--- config.mk ---
export PLATFORM = sky130hd
export DESIGN_NAME = gmii_rx_frame
export DESIGN_NICKNAME = d
export VERILOG_FILES = /design/src/rtl/gmii_rx_frame.sv
export SDC_FILE = /design/constraint.sdc
export NUM_CORES = 1
export LEC_CHECK = 0
export ABC_AREA = 1
export BUFFER_PORTS_ARGS = -buffer_cell sky130_fd_sc_hd__buf_2
export CORE_UTILIZATION = 50
export DETAILED_ROUTE_END_ITERATION = 7
export HOLD_SLACK_MARGIN = 0.03
export PLACE_DENSITY = 0.82
export RECOVER_POWER = 25
export SLEW_MARGIN = 5
export SYNTH_ARGS = -nofsm -noshare
export SYNTH_HDL_FRONTEND = slang
export SYNTH_SLANG_ARGS = --single-unit
--- constraint.sdc ---
create_clock -name clock -period 5.8 [get_ports clock]
set_input_delay 1.16 -clock clock [delete_from_list [all_inputs] [get_ports clock]]
set_output_delay 1.16 -clock clock [all_outputs]
set_load 0.01 [all_outputs]
--- src/rtl/gmii_rx_frame.sv ---
// gmii_rx_frame: GMII receive framer. Strips preamble/SFD, checks the FCS,
// enforces MIN_LEN/MAX_LEN and emits the frame as a byte stream with
// sof/eof markers plus a one-cycle status word at end of frame.
// Optional destination-address filter: define GMII_RX_MAC_FILTER_EN.
module gmii_rx_frame #(
   parameter int unsigned MIN_LEN   = 64,
   parameter int unsigned MAX_LEN   = 1518,
   parameter logic [47:0] LOCAL_MAC = 48'h00_12_34_56_78_9A
) (
   input  logic        clock,
   input  logic        reset_n,
   input  logic        rx_dv,
   input  logic [7:0]  rx_data,
   output logic        out_valid,
   output logic [7:0]  out_data,
   output logic        out_sof,
   output logic        out_eof,
   output logic        stat_valid,
   output logic        stat_crc_ok,
   output logic        stat_len_err,
   output logic [10:0] stat_len,
`ifdef GMII_RX_MAC_FILTER_EN
   output logic        stat_drop,
`endif
   output logic [15:0] cnt_good,
   output logic [15:0] cnt_bad
);

   localparam logic [31:0] CRC_POLY    = 32'hEDB88320;
   localparam logic [31:0] CRC_RESIDUE = 32'hDEBB20E3;
   localparam logic [10:0] MIN_L       = MIN_LEN[10:0];
   localparam logic [10:0] MAX_L       = MAX_LEN[10:0];

   typedef enum logic [2:0] {
      S_WAIT,
      S_IDLE,
      S_PRE,
      S_DATA,
      S_DISCARD
   } state_t;

   state_t      state, state_nx;

   logic        d1_dv;
   logic [7:0]  d1_data;

   logic [31:0] crc;
   logic [10:0] len_cnt;
   logic [7:0]  held_data;
   logic        held_valid;
   logic        held_first;

   logic        emit, emit_eof, take, frame_start, pre_err, ovf;
   logic        good_inc, bad_inc;

`ifdef GMII_RX_MAC_FILTER_EN
   logic [47:0] mac_sr;
   logic        mac_local_ok;
   logic        mac_bcast_ok;
`endif

   // One byte of reflected CRC-32, LSB first
   function automatic logic [31:0] crc32_byte(input logic [31:0] c, input logic [7:0] b);
      logic [31:0] r;
      r = c;
      for (int unsigned i = 0; i < 8; i++) begin
         if (r[0] ^ b[i])
            r = (r >> 1) ^ CRC_POLY;
         else
            r = r >> 1;
      end
      return r;
   endfunction

   // Input register stage; dv resets to 1 so WAIT only leaves on a genuinely sampled idle
   always_ff @(posedge clock or negedge reset_n) begin
      if (!reset_n) begin
         d1_dv   <= 1'b1;
         d1_data <= '0;
      end else begin
         d1_dv   <= rx_dv;
         d1_data <= rx_data;
      end
   end

   // FSM state register
   always_ff @(posedge clock or negedge reset_n) begin
      if (!reset_n)
         state <= S_WAIT;
      else
         state <= state_nx;
   end

   // Next-state and per-cycle control decode
   always_comb begin
      state_nx    = state;
      emit        = 1'b0;
      emit_eof    = 1'b0;
      take        = 1'b0;
      frame_start = 1'b0;
      pre_err     = 1'b0;
      ovf         = 1'b0;
      case (state)
         S_WAIT: begin
            if (!d1_dv)
               state_nx = S_IDLE;
         end
         S_IDLE: begin
            if (d1_dv) begin
               if (d1_data == 8'h55) begin
                  state_nx = S_PRE;
               end else begin
                  state_nx = S_WAIT;
                  pre_err  = 1'b1;
               end
            end
         end
         S_PRE: begin
            if (!d1_dv) begin
               state_nx = S_IDLE;
            end else if (d1_data == 8'h55) begin
               state_nx = S_PRE;
            end else if (d1_data == 8'hD5) begin
               state_nx    = S_DATA;
               frame_start = 1'b1;
            end else begin
               state_nx = S_WAIT;
               pre_err  = 1'b1;
            end
         end
         S_DATA: begin
            if (!d1_dv) begin
               state_nx = S_IDLE;
               emit     = held_valid;
               emit_eof = held_valid;
            end else if (len_cnt == MAX_L) begin
               // byte MAX_LEN+1: close out the held byte as an overlength frame
               state_nx = S_DISCARD;
               ovf      = 1'b1;
               emit     = 1'b1;
               emit_eof = 1'b1;
            end else begin
               take = 1'b1;
               emit = held_valid;
            end
         end
         S_DISCARD: begin
            if (!d1_dv)
               state_nx = S_IDLE;
         end
         default: state_nx = S_WAIT;
      endcase
   end

   // Datapath: one-byte hold stage, CRC, length, output and status registers
   always_ff @(posedge clock or negedge reset_n) begin
      if (!reset_n) begin
         crc          <= '1;
         len_cnt      <= '0;
         held_data    <= '0;
         held_valid   <= 1'b0;
         held_first   <= 1'b0;
         out_valid    <= 1'b0;
         out_data     <= '0;
         out_sof      <= 1'b0;
         out_eof      <= 1'b0;
         stat_valid   <= 1'b0;
         stat_crc_ok  <= 1'b0;
         stat_len_err <= 1'b0;
         stat_len     <= '0;
`ifdef GMII_RX_MAC_FILTER_EN
         stat_drop    <= 1'b0;
         mac_sr       <= '0;
         mac_local_ok <= 1'b0;
         mac_bcast_ok <= 1'b0;
`endif
      end else begin
         out_valid  <= emit;
         out_sof    <= emit & held_first;
         out_eof    <= emit_eof;
         stat_valid <= emit_eof;
         if (emit)
            out_data <= held_data;
         if (emit_eof) begin
            held_valid   <= 1'b0;
            stat_len     <= len_cnt;
            stat_len_err <= ovf | (len_cnt < MIN_L);
            stat_crc_ok  <= ~ovf & (crc == CRC_RESIDUE);
`ifdef GMII_RX_MAC_FILTER_EN
            stat_drop    <= ~(mac_local_ok | mac_bcast_ok) | (len_cnt < 11'd6);
`endif
         end
         if (frame_start) begin
            crc        <= '1;
            len_cnt    <= '0;
            held_valid <= 1'b0;
`ifdef GMII_RX_MAC_FILTER_EN
            mac_sr       <= LOCAL_MAC;
            mac_local_ok <= 1'b1;
            mac_bcast_ok <= 1'b1;
`endif
         end
         if (take) begin
            crc        <= crc32_byte(crc, d1_data);
            len_cnt    <= len_cnt + 11'd1;
            held_data  <= d1_data;
            held_valid <= 1'b1;
            held_first <= (len_cnt == 11'd0);
`ifdef GMII_RX_MAC_FILTER_EN
            if (len_cnt < 11'd6) begin
               mac_local_ok <= mac_local_ok & (d1_data == mac_sr[47:40]);
               mac_bcast_ok <= mac_bcast_ok & (d1_data == 8'hFF);
               mac_sr       <= {mac_sr[39:0], 8'h00};
            end
`endif
         end
      end
   end

   // Frame classification for the counters, taken from the status word
   always_comb begin
`ifdef GMII_RX_MAC_FILTER_EN
      good_inc = stat_valid & stat_crc_ok & ~stat_len_err & ~stat_drop;
`else
      good_inc = stat_valid & stat_crc_ok & ~stat_len_err;
`endif
      bad_inc  = stat_valid & ~good_inc;
   end

   // Wrapping frame counters; status completion and preamble error can land on one edge
   always_ff @(posedge clock or negedge reset_n) begin
      if (!reset_n) begin
         cnt_good <= '0;
         cnt_bad  <= '0;
      end else begin
         cnt_good <= cnt_good + 16'(good_inc);
         cnt_bad  <= cnt_bad + 16'(bad_inc) + 16'(pre_err);
      end
   end

endmodule

### After elaboration in Yosys (flattened, before gate mapping)

Index checks and enable logic that the tools add are counted.

| word-level totals | value |
|---|---|
| register bits | 121 |
| bits in latches | 0 |
| memory bits (writable) | 0 |
| memory bits (read-only) | 0 |
| input port bits | 11 |
| output and inout bits | 57 |
| logic and storage cells | 116 |
| memories kept | 0 |

| operators by class | value |
|---|---|
| add/subtract/negate cells | 4 |
| $mul | 0 |
| divide/modulo/power cells | 0 |
| magnitude comparators | 1 |
| eq/ne operators | 11 |
| shifts and indexed selects | 0 |
| multiplexer cells | 52 |
| bitwise gates (word level) | 25 |
| reductions and logical operators | 6 |

Operator list:

| kind | number |
|---|---|
| 32-bit two-way mux | 17 |
| 13-bit NOT with 14-bit output | 8 |
| 16-bit by 1-bit adder with 16-bit output | 3 |
| 32-bit == test, second input constant | 1 |
| 1-bit two-way mux | 23 |
| 11-bit two-way mux | 2 |
| 3-bit two-way mux | 4 |
| 3-bit one-hot mux with 4 select lines | 1 |
| 11-bit by 1-bit adder with 11-bit output, second input constant | 1 |
| 11-bit == test, second input constant | 1 |
| 11-bit logical NOT | 1 |
| 11-bit by 7-bit less-than comparator with 1-bit output, second input constant | 1 |
| 8-bit by 7-bit == test with 1-bit output, second input constant | 1 |
| 8-bit == test, second input constant | 1 |
| 2-bit two-way mux | 4 |
| 1-bit XOR | 8 |
| 3-bit by 2-bit == test with 1-bit output, second input constant | 2 |
| 1-bit bitwise AND | 5 |
| 2-bit inequality test, second input constant | 2 |
| 3-bit by 1-bit == test with 1-bit output, second input constant | 1 |
| 3-bit == test, second input constant | 1 |
| 3-bit logical NOT | 1 |
| 3-bit inequality test, second input constant | 1 |
| 1-bit NOT | 3 |
| other kinds (6) | 6 |

### Depth between registers and ports, before layout

Gate-level depths: netlist of run 1.

| depth | value |
|---|---|
| depth after elaboration | 26 |
| gate-level depth with buffers | 16 |
| gate-level depth less buffers | 16 |

### Worst setup path after synthesis of run 1

No wires, ideal clock.

| timing | value |
|---|---|
| path type | register to register |
| start point | register state[1] |
| end point | register cnt_bad[14] |
| library setup time | 0.125 ns |
| data arrival time | 2.286 ns |
| data required time | 5.675 ns |
| slack | 3.389 ns |
| stages on the path, launching flop included | 14 |
| buffers on the path | 0 |
| period minus slack after synthesis | 2.411 ns |
| cell sequence | dfrtp_1 nor3_1 inv_1 a221oi_1 fa_1 ha_1 nand2_1 nor2_1 nand3_1 nor2_1 nand3_1 nor2_1 nand3_1 xnor2_1 |

| on the way | value |
|---|---|
| word-level cells in the longest chain between the ends | 3 |
| elaborated cells on any way between the ends | 4 |
| classes of those cells | add/sub (1); eq/ne (2); mux (1) |

Ends and longest elaborated chain:

| element | line | source |
|---|---|---|
| start, declared | 42 | `state_t state, state_nx;` |
| start signal, assigned | 91 | `state <= state_nx;` |
| 3-bit by 2-bit == test with 1-bit output / 3-bit by 1-bit == test with 1-bit output (equally long branches) | 103 | `case (state)` |
| 1-bit one-hot mux with 2 select lines * | 103 |  |
| 16-bit by 1-bit adder with 16-bit output * | 237 | `cnt_bad <= cnt_bad + 16'(bad_inc) + 16'(pre_err);` |
| end signal, assigned | 237 |  |
| end, declared | 26 | `output logic [15:0] cnt_bad` |

Mark *: on every way between the ends. The rest lies on a longest branch, timed or not.
A chain may end at the register's enable or synchronous reset.

### Worst setup path in the final report of run 1

| timing | value |
|---|---|
| start point | register d1_data[4] |
| end point | register cnt_bad[14] |

| on the way | value |
|---|---|
| word-level cells in the longest chain between the ends | 6 |
| elaborated cells on any way between the ends | 9 |
| classes of those cells | add/sub (1); eq/ne (2); mux (6) |

Ends and longest elaborated chain:

| element | line | source |
|---|---|---|
| start, declared | 45 | `logic [7:0] d1_data;` |
| start signal, assigned | 82 | `d1_data <= rx_data;` |
| 8-bit == test | 123 | `end else if (d1_data == 8'hD5) begin` |
| 1-bit two-way mux | 123 |  |
| 1-bit two-way mux | 121 | `end else if (d1_data == 8'h55) begin` |
| 1-bit two-way mux | 119 | `if (!d1_dv) begin` |
| 1-bit one-hot mux with 2 select lines * | 103 |  |
| 16-bit by 1-bit adder with 16-bit output * | 237 |  |

Marked as above.

==> results of run 1 <==
routing by layer:
| metal | global-route usage [%] | vias up |
|---|---|---|
| li1 | - | 2583 |
| met1 | 27.5 | 2480 |
| met2 | 37.1 | 193 |
| met3 | 6.75 | 27 |
| met4 | 8.48 | 0 |
| met5 | 0 | - |
power by group through the flow:
stage / logic (W) / clock network, W / registers (W)
final: 0.000267 / 0.000958 / 0.000935
after global routing: 0.000303 / 0.00101 / 0.000941
after CTS: 0.000267 / 0.000968 / 0.000935
after global placement: 0.000255 / 0 / 0.000947
after detailed placement: 0.000263 / 0 / 0.000947
after floorplan: 0.000175 / 0 / 0.000949
final timing paths:
kind                               from      endpoint  slack, ns
setup / recovery             d1_data[4]   cnt_bad[14]       2.89
max in group asynchronous       reset_n    len_cnt[5]       3.75
hold / removal             cnt_good[15]  cnt_good[15]       0.47
hold reg to reg            cnt_good[15]  cnt_good[15]       0.47
setup reg to reg             d1_data[4]   cnt_bad[14]       2.89
min in group asynchronous       reset_n  cnt_good[15]       0.84
through the flow:
stage	worst slack, ns	util [%]	hold slack [ns]	total power (W)	cell area, um2
after detailed placement	2.92	54.7	0.466	0.00121	6880
final	2.89	58.9	0.470	0.00216	7410
after global routing	2.64	58.9	0.492	0.00225	7410
after CTS	2.85	59.0	0.475	0.00217	7410
after global placement	3.13	54.7	0.457	0.00120	6880
after floorplan	3.39	-	0.448	0.00112	6430
logic make-up (layout without fill, tap and decap cells):
logic type,count (synthesis),in the layout
AND/OR/NAND/NOR,387,387
flip-flops,121,121
XOR/XNOR,56,56
buffers and inverters,121,203
multiplexers,8,8
adder cells (fa/ha/maj),7,7
AO/OA/AOI/OAI,69,69
registers in the layout, indices dropped and copies added, names as in the netlist, 3 cells and up:
| register | flops |
|---|---|
| cnt_bad | 16 |
| d1_data | 8 |
| cnt_good | 16 |
| crc | 32 |
| state | 3 |
| len_cnt | 11 |
| held_data | 8 |
| stat_len | 11 |
| out_data | 8 |
cell usage after synthesis (all sizes together):
| library cell | count | area (um2) |
|---|---|---|
| a21oi | 8 | 40.0 |
| a221oi | 1 | 8.76 |
| a22oi | 4 | 50.1 |
| a32oi | 4 | 65.1 |
| buf | 14 | 115 |
| dfrtp | 88 | 2200 |
| dfstp | 33 | 867 |
| fa | 1 | 20.0 |
| ha | 6 | 75.1 |
| inv | 107 | 404 |
| mux2 | 8 | 90.1 |
| nand2 | 238 | 961 |
| nand3 | 56 | 295 |
| nand3b | 3 | 22.5 |
| nand4 | 14 | 87.6 |
| nor2 | 56 | 220 |
| nor3 | 13 | 91.3 |
| nor4 | 4 | 25.0 |
| o21ai | 48 | 240 |
| o21bai | 1 | 7.51 |
| o22ai | 2 | 12.5 |
| o32ai | 1 | 8.76 |
| or2 | 3 | 18.8 |
| xnor2 | 16 | 140 |
| xor2 | 40 | 365 |
cell usage in the layout (no fill, tap or decap), drive strengths merged, types with 2 or more instances in the layout:
master | Yosys | layout
nand2 | 238 | 238
nor3 | 13 | 13
mux2 | 8 | 8
nor2 | 56 | 56
xor2 | 40 | 40
a22oi | 4 | 4
nor4 | 4 | 4
a21oi | 8 | 8
clkinvlp | 0 | 3
buf | 14 | 67
dfstp | 33 | 33
or2 | 3 | 3
inv | 107 | 107
nand4 | 14 | 14
clkinv | 0 | 4
clkbuf | 0 | 21
ha | 6 | 6
nand3b | 3 | 3
dfrtp | 88 | 88
a32oi | 4 | 4
o22ai | 2 | 2
o21ai | 48 | 48
nand3 | 56 | 56
xnor2 | 16 | 16
cell type report:
class / instances / area (um2)
clock buffer: 20 / 457
clock inverter: 8 / 76.3
fill: 1027 / 5160
inverter: 107 / 404
multi-input combinational: 527 / 2840
sequential: 121 / 3070
tap: 172 / 215
timing repair buffer: 68 / 344
==> results.txt, run 1 <==
----------------------------------------------------
[Run status]
  Run status ... finished, final reports clean

[Cells and area]
  Number of nets in the finished design ... 860
  Area growth syn-to-layout ... 15.1%
  Layout cell share with drive strength beyond 1 ... 21.9%
  Non-filler instance count after layout ... 1023
  Antenna Cells ... 0

[Critical path]
  Setup crit end kind ... register
  Master of the slowest instance on the critical path ... sky130_fd_sc_hd__dfrtp_1
  Top cell family by delay on the critical path ... simple AND/OR/NAND/NOR gates
  Crit path depth ... 15
  Worst r2r path cells ... 15
  Startpoint class of the critical path ... register
  Critical-path cell list ... nand2_1, nor3_1, nand2_1, nand2_1, a221oi_1, fa_1, ha_1, nand2_1, nor2_1, nand3_1, nor2_1, nand3_1, nor2_1, nand3_1, xnor2_1
  Category of the critical setup timing path ... register to register
  Cell with the most instances on the worst path ... sky130_fd_sc_hd__nand2_1
  CP Buf/Inv Count ... 0
  Highest fanout seen on the critical path ... 4
  Stage delay of the slowest cell on the critical path ... 0.41 ns
  Data arrival time of the critical path ... 3.21 ns
  Critical path required time ... 6.11 ns

[Global routing]
  Residual overflow from global routing ... 0
  Total global routing track utilization ... 22.4%
  Wire length of the first global-routing pass ... 22900 um
  Pin count of the biggest net entering global routing ... 71
  Initial antenna violation count ... 0
  Via count of the first global-routing pass ... 4915

[Clock tree]
  Quantity of hold-fixing buffers added after cts ... 0
  Clock tree from TritonCTS ... built
  Total clock sinks ... 121
  Buffer count from post-CTS setup fixing ... 0
  Root buffer cell ... sky130_fd_sc_hd__clkbuf_16
  Total clock buffers created by CTS ... 17
  Post-cts sizing count ... 0
  Max Root-Sink Buffers ... 2
  Latest clock arrival within the worst-skew pair ... 0.42 ns
  Depth of the CTS H-tree ... 4
  Clk pin slew, worst setup/hold paths ... 0.05 ns

[Die]
  Horizontal die dimension ... 115 um
  Total number of placement rows ... 41
  Die span in y ... 115 um
  Area of the core region ... 12600 um2
  Starting density of the core ... 51.2%
  Top-level port count ... 68
  Area of the die ... 13300 um2

[Synthesis]
  Area share of xor/xnor cells in the synthesized design ... 7.86%
  Compound-cell area share of the yosys netlist ... 6.73%
  Yosys synthesis warning count ... 0
  Mean post-synth cell area ... 8.37 um2
  Post-Synthesis Net Count ... 787
  Synth unique cells ... 39
  Count of state elements after synthesis ... 121
  Multiplexer share of the synthesized area ... 1.40%
  Post-Syn Instances ... 769
  Post-Synthesis Cell Area ... 6430 um2
  Synth Area in Adders ... 1.48%
  Share of synthesized area occupied by flip-flops and latches ... 47.7%
  Post-Synth Simple-Gate Area ... 26.8%
  Main combinational cell family by area after synthesis ... simple AND/OR/NAND/NOR gates

[STA]
  Highest Clock Rate ... 344 MHz
  Total Neg Setup Slack ... 0 ns
  Slew at the pin closest to its max-slew limit ... 0.859 ns
  Setup clock skew after layout ... 0.0182 ns
  Total count of max-transition violations in the final report ... 0
  Fin crit share ... 50.1%
  Final setup violation count ... 0
  RSZ-0062 raised after global routing ... no
  Final Hold Violating Endpoints ... 0
  Slew HR ... 42.7%
  Minimum clock period ... 2.91 ns

[Routing]
  Overall via count from detail_route ... 5283
  DRT iter0 DRCs ... 385
  Vias per cell ... 5.16
  TritonRoute pass-1 iters ... 6
  Drt total wl ... 14000 um
  Routed length per instance ... 13.7 um
  Remaining DRCs ... 0
  Antenna violation net count after detailed routing ... 0
  Highest routed layer ... met4
  Met3 wire length ... 1010 um
  Met2 wirelength from detailed routing ... 6760 um
  Routed metal-1 wire length ... 6010 um

[Pwr]
  Maximum vdd ir drop ... 215 uV
  Switching Share ... 26.7%
  Leakage power ... 3.84 nW
  Internal Power ... 0.00158 W
  Switching power summed over all nets ... 0.000576 W
  Combinational group share of total power ... 12.4%
  Power per cell area ... 292 nW/um2
  Sequential fraction of design power ... 43.3%
  Portion of total power attributed to the clock network ... 44.3%

[Job]
  Max-capacitance violation count ... 0

[Place]
  Port buffer count ... 67
  HPWL reported at the end of detailed placement ... 9530 um
  Count of placed standard cells including taps ... 995
  Final weighted congestion in routability-driven placement ... 0.892

[Min path]
  Class of the worst hold path ... register to register
  Worst hold path depth ... 1

----------------------------------------------------
No activity file was read; power rests on OpenSTA's default activity.
==> run 2, diff against run 1 <==
--- a/config.mk
+++ b/config.mk
@@ -5,12 +5,12 @@
 export SDC_FILE = /design/constraint.sdc
 export NUM_CORES = 1
 export LEC_CHECK = 0
-export ABC_AREA = 1
+export ABC_AREA = 0
 export BUFFER_PORTS_ARGS = -buffer_cell sky130_fd_sc_hd__buf_2
 export CORE_UTILIZATION = 50
 export DETAILED_ROUTE_END_ITERATION = 7
 export HOLD_SLACK_MARGIN = 0.03
-export PLACE_DENSITY = 0.82
+export PLACE_DENSITY = 0.85
 export RECOVER_POWER = 25
 export SLEW_MARGIN = 5
 export SYNTH_ARGS = -nofsm -noshare
==> constraint.sdc (replaced) <==
create_clock -name clock -period 2.6 [get_ports clock]
set_input_delay 0.52 -clock clock [delete_from_list [all_inputs] [get_ports clock]]
set_output_delay 0.52 -clock clock [all_outputs]
set_load 0.01 [all_outputs]
==> run 2 against run 1 <==
  * Sequential share of layout area is 2.0 points higher
  * Utilization is 4.9 points higher
  * Hold slack worse by 0.26 ns
  * Combinational power is 70% higher
  * Area after synthesis is 9.8% lower
  * Fmax is 19% higher
  * Die area is 9.6% lower
  * Register-to-register slack worse by 2.7 ns
  * Non-clock buffer count is 20 higher
  * Worst setup slack worse by 2.7 ns
  * Sequential cell count stayed put
  * Critical endpoint is now cnt_bad[10]
  * Largest power group unchanged
  * Highest routed layer unchanged
==> results.txt, run 2 <==
----------------------------------------------------
[Min path]
  Class of the worst hold path ... input port to register
  Worst hold path depth ... 1 (unchanged)

[Critical path]
  Critical path required time ... 2.94 ns (-3.17 ns)
  Data arrival time of the critical path ... 2.78 ns (-0.43 ns)
  Startpoint class of the critical path ... register
  Critical-path cell list ... or3b_1, or2_2, o21ai_2, a21oi_2, fa_2, ha_1, and3_2, nand4_1, xnor2_1
  Setup crit end kind ... register
  Stage delay of the slowest cell on the critical path ... 0.40 ns (about the same)
  Master of the slowest instance on the critical path ... sky130_fd_sc_hd__or3b_1
  Worst r2r path cells ... 9 (-6)
  Category of the critical setup timing path ... register to register
  Highest fanout seen on the critical path ... 4 (unchanged)

[Synthesis]
  Post-Synthesis Net Count ... 522 (-34%)
  Post-Synthesis Cell Area ... 5800 um2 (-9.8%)
  Ys flop type ... sky130_fd_sc_hd__dfrtp_1
  Share of synthesized area occupied by flip-flops and latches ... 52.9% (+5.2 points)
  Library cell occupying the most area in the post-synthesis netlist ... sky130_fd_sc_hd__dfrtp_1
  Mean post-synth cell area ... 11.5 um2 (+38%)
  Synth unique cells ... 56 (+44%)
  Count leader, synth ... sky130_fd_sc_hd__dfrtp_1
  Share of the synthesized area in the top cell type ... 37.9% (+3.7 points)
  FFs w/ async S/R, synth ... 100% (unchanged)
  Count of state elements after synthesis ... 121 (unchanged)
  Top post-synthesis cells by area ... sky130_fd_sc_hd__dfrtp_1 38%, sky130_fd_sc_hd__dfstp_2 15%, sky130_fd_sc_hd__xnor2_1 9.7%
  Yosys synthesis warning count ... 0 (unchanged)
  Post-Syn Instances ... 504 (-34%)
  Most common library cells after synthesis ... 88 x sky130_fd_sc_hd__dfrtp_1, 64 x sky130_fd_sc_hd__xnor2_1, 46 x sky130_fd_sc_hd__nand2_1, 33 x sky130_fd_sc_hd__dfstp_2, 31 x sky130_fd_sc_hd__a21oi_1
  Number of enable flip-flop cells after synthesis ... 0 (unchanged)

[Cells and area]
  Biggest registers after layout ... crc (32), cnt_bad (16), cnt_good (16)
  Number of nets in the finished design ... 610 (-29%)
  Layout cell share with drive strength beyond 1 ... 30.8% (+8.9 points)
  Max reg flops ... 32 (unchanged)
  Top library cells by usage in the layout, fill and taps aside ... 88 x sky130_fd_sc_hd__dfrtp_1, 65 x sky130_fd_sc_hd__buf_2, 64 x sky130_fd_sc_hd__xnor2_1
  Antenna Cells ... 0 (unchanged)
  Area growth syn-to-layout ... 21.8%
  Top register by number of flip-flops ... crc
  Most frequent standard cell in the layout excluding fill and tap cells ... sky130_fd_sc_hd__dfrtp_1

[Routing]
  Antenna violation net count after detailed routing ... 0 (unchanged)
  Drt total wl ... 13200 um (-5.6%)
  DRT iter0 DRCs ... 352 (-8.6%)
  TritonRoute pass-1 iters ... 4 (-2)
  Routed length per instance ... 17.8 um (+30%)
  Vias per cell ... 5.65 (+9.5%)
  Remaining DRCs ... 0 (unchanged)
  Overall via count from detail_route ... 4206 (-20%)

[Clock tree]
  Total clock buffers created by CTS ... 17 (unchanged)
  Clock tree from TritonCTS ... built
  Latest clock arrival within the worst-skew pair ... 0.42 ns (about the same)
  Clk pin slew, worst setup/hold paths ... 0.05 ns (about the same)
  Max Root-Sink Buffers ... 2 (unchanged)
  Root buffer cell ... sky130_fd_sc_hd__clkbuf_16
  Depth of the CTS H-tree ... 4 (unchanged)
  Total clock sinks ... 121 (unchanged)

[Die]
  Area of the core region ... 11100 um2 (-12%)
  Area of the die ... 12000 um2 (-9.6%)
  Top-level port count ... 68 (unchanged)
  Total number of placement rows ... 38 (-7.3%)
  Starting density of the core ... 52.4% (+1.2 points)
  Horizontal die dimension ... 110 um (-4.9%)
  Die span in y ... 110 um (-4.9%)

[Global routing]
  Via count of the first global-routing pass ... 4256 (-13%)
  Total global routing track utilization ... 23.7% (+1.4 points)
  Initial antenna violation count ... 0 (unchanged)
  Residual overflow from global routing ... 0 (unchanged)
  Pin count of the biggest net entering global routing ... 56 (-21%)
  Wire length of the first global-routing pass ... 21300 um (-7.0%)

[Place]
  Worst-case setup slack after placement ... 0.0541 ns (-2.87 ns)
  HPWL reported at the end of detailed placement ... 8520 um (-11%)
  Final weighted congestion in routability-driven placement ... 0.915 (+2.5%)
  Port buffer count ... 67 (unchanged)

[STA]
  Highest Clock Rate ... 410 MHz (+19%)
  Total count of max-transition violations in the final report ... 0 (unchanged)
  Fin crit share ... 93.8% (+44 points)
  Final setup violation count ... 0 (unchanged)
  Slack of the critical path ... 0.162 ns (-2.73 ns)
  Slew HR ... 19.1% (-24 points)
  Total Neg Setup Slack ... 0 ns (unchanged)
  Setup clock skew after layout ... 0.0119 ns (-0.00634 ns)
  Final Hold Violating Endpoints ... 0 (unchanged)
  RSZ-0062 raised after global routing ... no
  Slew at the pin closest to its max-slew limit ... 1.21 ns (+0.356 ns)
  Minimum clock period ... 2.44 ns (-0.468 ns)

[Run status]
  Run status ... finished, final reports clean

[Pwr]
  Maximum vdd ir drop ... 539 uV (+150%)
  Power per cell area ... 712 nW/um2 (+140%)
  Leakage power ... 3.32 nW (-14%)
  Total chip power ... 0.00503 W (+130%)

[Job]
  Max-capacitance violation count ... 0 (unchanged)

----------------------------------------------------
run 2: changes by cell type after synthesis, sizes merged, moves of 15 or more:
cell / delta
xnor2: +57
nand2: -192
nand3: -36
nor2: -36
inv: -99
o21ai: -29
clkbuf: +15
a21oi: +24
run 2: per-layer routing:
metal / vias to the layer above / track usage (%) / wire length [um]
met4: 0 / 11.7 / 339
met1: 2121 / 28.2 / 5450
met2: 141 / 40.0 / 6740
li1: 1915 / - / -
met3: 29 / 5.99 / 704
met5: - / 0 / 0
run 2: layout make-up:
class | instances | area (um2)
fill | 776 | 4010
sequential | 121 | 3070
multi-input combinational | 356 | 2650
clock buffer | 23 | 508
timing repair buffer | 88 | 500
tap | 140 | 175
clock inverter | 8 | 139
inverter | 8 | 30.0
run 2: kinds of logic (layout without fill, tap and decap cells):
| logic type | count (synthesis) | in the layout | share of synthesized area [%] |
|---|---|---|---|
| AO/OA/AOI/OAI | 66 | 66 | 6.60 |
| XOR/XNOR | 104 | 104 | 18.6 |
| adder cells (fa/ha/maj) | 7 | 7 | 1.64 |
| buffers and inverters | 27 | 127 | 1.88 |
| flip-flops | 121 | 121 | 52.9 |
| multiplexers | 22 | 22 | 4.20 |
| AND/OR/NAND/NOR | 157 | 157 | 14.2 |
run 2: path summary, 6_finish.rpt:
path	start	end	slack, ns
max in group asynchronous	reset_n	stat_len[0]	0.44
worst max register to register	d1_data[1]	cnt_bad[10]	0.16
min in group asynchronous	reset_n	d1_data[4]	0.34
worst min register to register	cnt_bad[15]	cnt_bad[15]	0.46
worst min-delay path	rx_dv	d1_dv	0.21
worst max-delay path	d1_data[1]	cnt_bad[10]	0.16
run 2: what timing repair did:
item,4_1_cts,5_1_grt
hold buffers,0,0
resized for setup,0,5
setup endpoints to repair,0,9
setup buffers,0,0
run 2: power by group:
part / internal (W) / switching [W] / total (W)
clock: 0.00174 / 0.000805 / 0.00255
combinational: 0.000205 / 0.000249 / 0.000454
sequential: 0.00196 / 0.0000753 / 0.00203
total: 0.00390 / 0.00113 / 0.00503
run 2: metrics by stage:
step                util [%]  cell area (um2)  hold slack (ns)  instances
floorplan                  -             5800            0.224        504
global placement        58.1             6430            0.453        713
detailed placement      58.1             6430            0.458        713
CTS                     63.9             7080            0.128        744
global route            63.8             7070            0.202        744
finish                  63.8             7070            0.209        744
run 2: worst max-delay path: cells and delay by family, from the launching register on:
family / cells / cell delay [ns]
XOR/XNOR: 1 / 0.13
adder cells (fa/ha/maj): 2 / 0.57
flip-flops: 1 / 0.38
AND/OR/NAND/NOR: 4 / 1.07
AO/OA/AOI/OAI: 2 / 0.22
==> run 3, diff against run 2 <==
--- a/config.mk
+++ b/config.mk
@@ -11,8 +11,7 @@
 export DETAILED_ROUTE_END_ITERATION = 7
 export HOLD_SLACK_MARGIN = 0.03
 export PLACE_DENSITY = 0.85
-export RECOVER_POWER = 25
-export SLEW_MARGIN = 5
+export SLEW_MARGIN = 20
 export SYNTH_ARGS = -nofsm -noshare
 export SYNTH_HDL_FRONTEND = slang
 export SYNTH_SLANG_ARGS = --single-unit
==> run 3 against run 2 <==
  * Combinational power is 0.9% higher
  * Utilization is 0.18 points higher
  * Fmax hardly changed
  * Wire length hardly changed
  * Highest routed layer unchanged
==> results.txt, run 3 (synthesis results as in run 2) <==
----------------------------------------------------
[Place]
  Standard cell area after detailed placement ... 6430 um2 (unchanged)
  HPWL reported at the end of detailed placement ... 8520 um (unchanged)
  Port buffer count ... 67 (unchanged)
  Count of placed standard cells including taps ... 713 (unchanged)
  Final weighted congestion in routability-driven placement ... 0.915 (unchanged)

[Pwr]
  Combinational group share of total power ... 9.1% (about the same)
  Switching Share ... 22.4% (about the same)
  Leakage power ... 3.33 nW (+0.35%)
  Portion of total power attributed to the clock network ... 50.6% (about the same)
  Sequential fraction of design power ... 40.3% (about the same)
  Maximum vdd ir drop ... 542 uV (+0.44%)
  Internal Power ... 0.00391 W (about the same)
  Switching power summed over all nets ... 0.00113 W (+0.15%)
  Power per cell area ... 711 nW/um2 (-0.18%)

[Routing]
  Routed length per instance ... 17.8 um (about the same)
  DRT iter0 DRCs ... 346 (-1.7%)
  Drt total wl ... 13200 um (about the same)
  Overall via count from detail_route ... 4206 (unchanged)
  Antenna violation net count after detailed routing ... 0 (unchanged)
  Vias per cell ... 5.65 (unchanged)
  Remaining DRCs ... 0 (unchanged)
  TritonRoute pass-1 iters ... 4 (unchanged)

[Cells and area]
  Non-filler instance count after layout ... 744 (unchanged)
  Number of nets in the finished design ... 610 (unchanged)
  Area growth syn-to-layout ... 22.2%
  Layout cell share with drive strength beyond 1 ... 31.1% (+0.33 points)
  Max reg flops ... 32 (unchanged)
  Most frequent standard cell in the layout excluding fill and tap cells ... sky130_fd_sc_hd__dfrtp_1
  Final instance area ... 7090 um2 (+0.28%)
  Antenna Cells ... 0 (unchanged)
  Top library cells by usage in the layout, fill and taps aside ... 88 x sky130_fd_sc_hd__dfrtp_1, 66 x sky130_fd_sc_hd__buf_2, 64 x sky130_fd_sc_hd__xnor2_1
  Top register by number of flip-flops ... crc
  Area occupied by multi-input gates ... 2650 um2 (unchanged)
  Filler cell count in the final layout ... 773 (-0.39%)
  Biggest registers after layout ... crc (32), cnt_bad (16), cnt_good (16)
  FF/Latch Area ... 3070 um2 (unchanged)

[Clock tree]
  Buffer count from post-CTS setup fixing ... 0 (unchanged)
  Total clock buffers created by CTS ... 17 (unchanged)
  Total clock sinks ... 121 (unchanged)
  Clock tree from TritonCTS ... built
  Latest clock arrival within the worst-skew pair ... 0.42 ns (about the same)
  Depth of the CTS H-tree ... 4 (unchanged)
  Max Root-Sink Buffers ... 2 (unchanged)
  Root buffer cell ... sky130_fd_sc_hd__clkbuf_16
  Clk pin slew, worst setup/hold paths ... 0.05 ns (about the same)

[Critical path]
  Critical path required time ... 2.94 ns (about the same)
  Startpoint class of the critical path ... register
  Worst r2r path cells ... 9 (unchanged)
  Top cell family by delay on the critical path ... simple AND/OR/NAND/NOR gates
  Data arrival time of the critical path ... 2.77 ns (about the same)
  Stage delay of the slowest cell on the critical path ... 0.40 ns (about the same)
  Crit path depth ... 9 (unchanged)
  Master of the slowest instance on the critical path ... sky130_fd_sc_hd__or3b_1
  CP Buf/Inv Count ... 0 (unchanged)
  Highest fanout seen on the critical path ... 4 (unchanged)
  Setup crit end kind ... register
  Critical-path cell list ... or3b_1, or2_2, o21ai_2, a21oi_2, fa_2, ha_1, and3_2, nand4_1, xnor2_1
  Category of the critical setup timing path ... register to register

[Global routing]
  Pin count of the biggest net entering global routing ... 56 (unchanged)
  Initial antenna violation count ... 0 (unchanged)
  Wire length of the first global-routing pass ... 21300 um (unchanged)
  Residual overflow from global routing ... 0 (unchanged)
  Via count of the first global-routing pass ... 4256 (unchanged)
  Total global routing track utilization ... 23.7% (unchanged)

[STA]
  RSZ-0062 raised after global routing ... no
  Slew at the pin closest to its max-slew limit ... 0.675 ns (-0.540 ns)
  Total count of max-transition violations in the final report ... 0 (unchanged)
  Total Neg Setup Slack ... 0 ns (unchanged)
  Highest Clock Rate ... 410 MHz (about the same)
  Final setup violation count ... 0 (unchanged)
  Minimum clock period ... 2.44 ns (-0.000142 ns)
  Fin crit share ... 93.8% (about the same)
  Final Hold Violating Endpoints ... 0 (unchanged)
  Slew HR ... 55.0% (+36 points)
  Setup clock skew after layout ... 0.00909 ns (-0.00281 ns)

[Die]
  Starting density of the core ... 52.4% (unchanged)
  Area of the core region ... 11100 um2 (unchanged)
  Area of the die ... 12000 um2 (unchanged)
  Total number of placement rows ... 38 (unchanged)
  Die span in y ... 110 um (unchanged)
  Top-level port count ... 68 (unchanged)
  Horizontal die dimension ... 110 um (unchanged)

[Run status]
  Run status ... finished, final reports clean

[Job]
  Max-capacitance violation count ... 0 (unchanged)

[Min path]
  Class of the worst hold path ... input port to async pin

----------------------------------------------------
## run 3: cell count changes in the layout (fill, tap and decap cells not counted), sizes merged
cell    delta
buf        +3
clkbuf     -3
## run 3: metrics by stage
stage                     total power [W]  utilization (%)  hold WS (ns)  worst slack, ns
after CTS                         0.00505             63.9         0.128           0.0429
final                             0.00504             64.0         0.127            0.162
after global routing              0.00520             64.0         0.156           0.0555
after detailed placement          0.00251             58.1         0.458           0.0541
after floorplan                   0.00233                -         0.224          0.00833
after global placement            0.00249             58.1         0.453            0.141
## run 3: cell type report
type	instances	share of cell area [%]
Sequential cell	121	43.3
Multi-Input combinational cell	356	37.4
Timing Repair Buffer	88	7.34
Clock buffer	23	7.16
Tap cell	140	2.47
Clock inverter	8	1.96
Inverter	8	0.424
## run 3: metal layers
layer	vias to the layer above	track usage, %	routed length, um
li1	1914	-	-
met1	2131	28.2	5460
met2	131	40.0	6720
met3	30	5.99	680
met4	0	11.7	381
met5	-	0	0
## run 3: path summary, 6_finish.rpt
kind | start | to | slack [ns]
min | reset_n | d1_data[4] | 0.13
min reg2reg | cnt_bad[15] | cnt_bad[15] | 0.46
min in group clock | rx_data[7] | d1_data[7] | 0.21
max | d1_data[1] | cnt_bad[10] | 0.16
max in group asynchronous | reset_n | d1_dv | 1.72
max reg2reg | d1_data[1] | cnt_bad[10] | 0.16
## run 3: what timing repair did
action                                  4_1_cts  5_1_grt
hold buffers                                  0        0
gates resized for setup                       0        5
endpoints found under the setup margin        0        9
## run 3: power groups by stage
stage               Clock (W)  Combinational [W]  Sequential, W
floorplan                   0           0.000265        0.00207
global placement            0           0.000432        0.00205
detailed placement          0           0.000446        0.00206
CTS                   0.00256           0.000459        0.00203
global route          0.00265           0.000502        0.00204
finish                0.00255           0.000458        0.00203
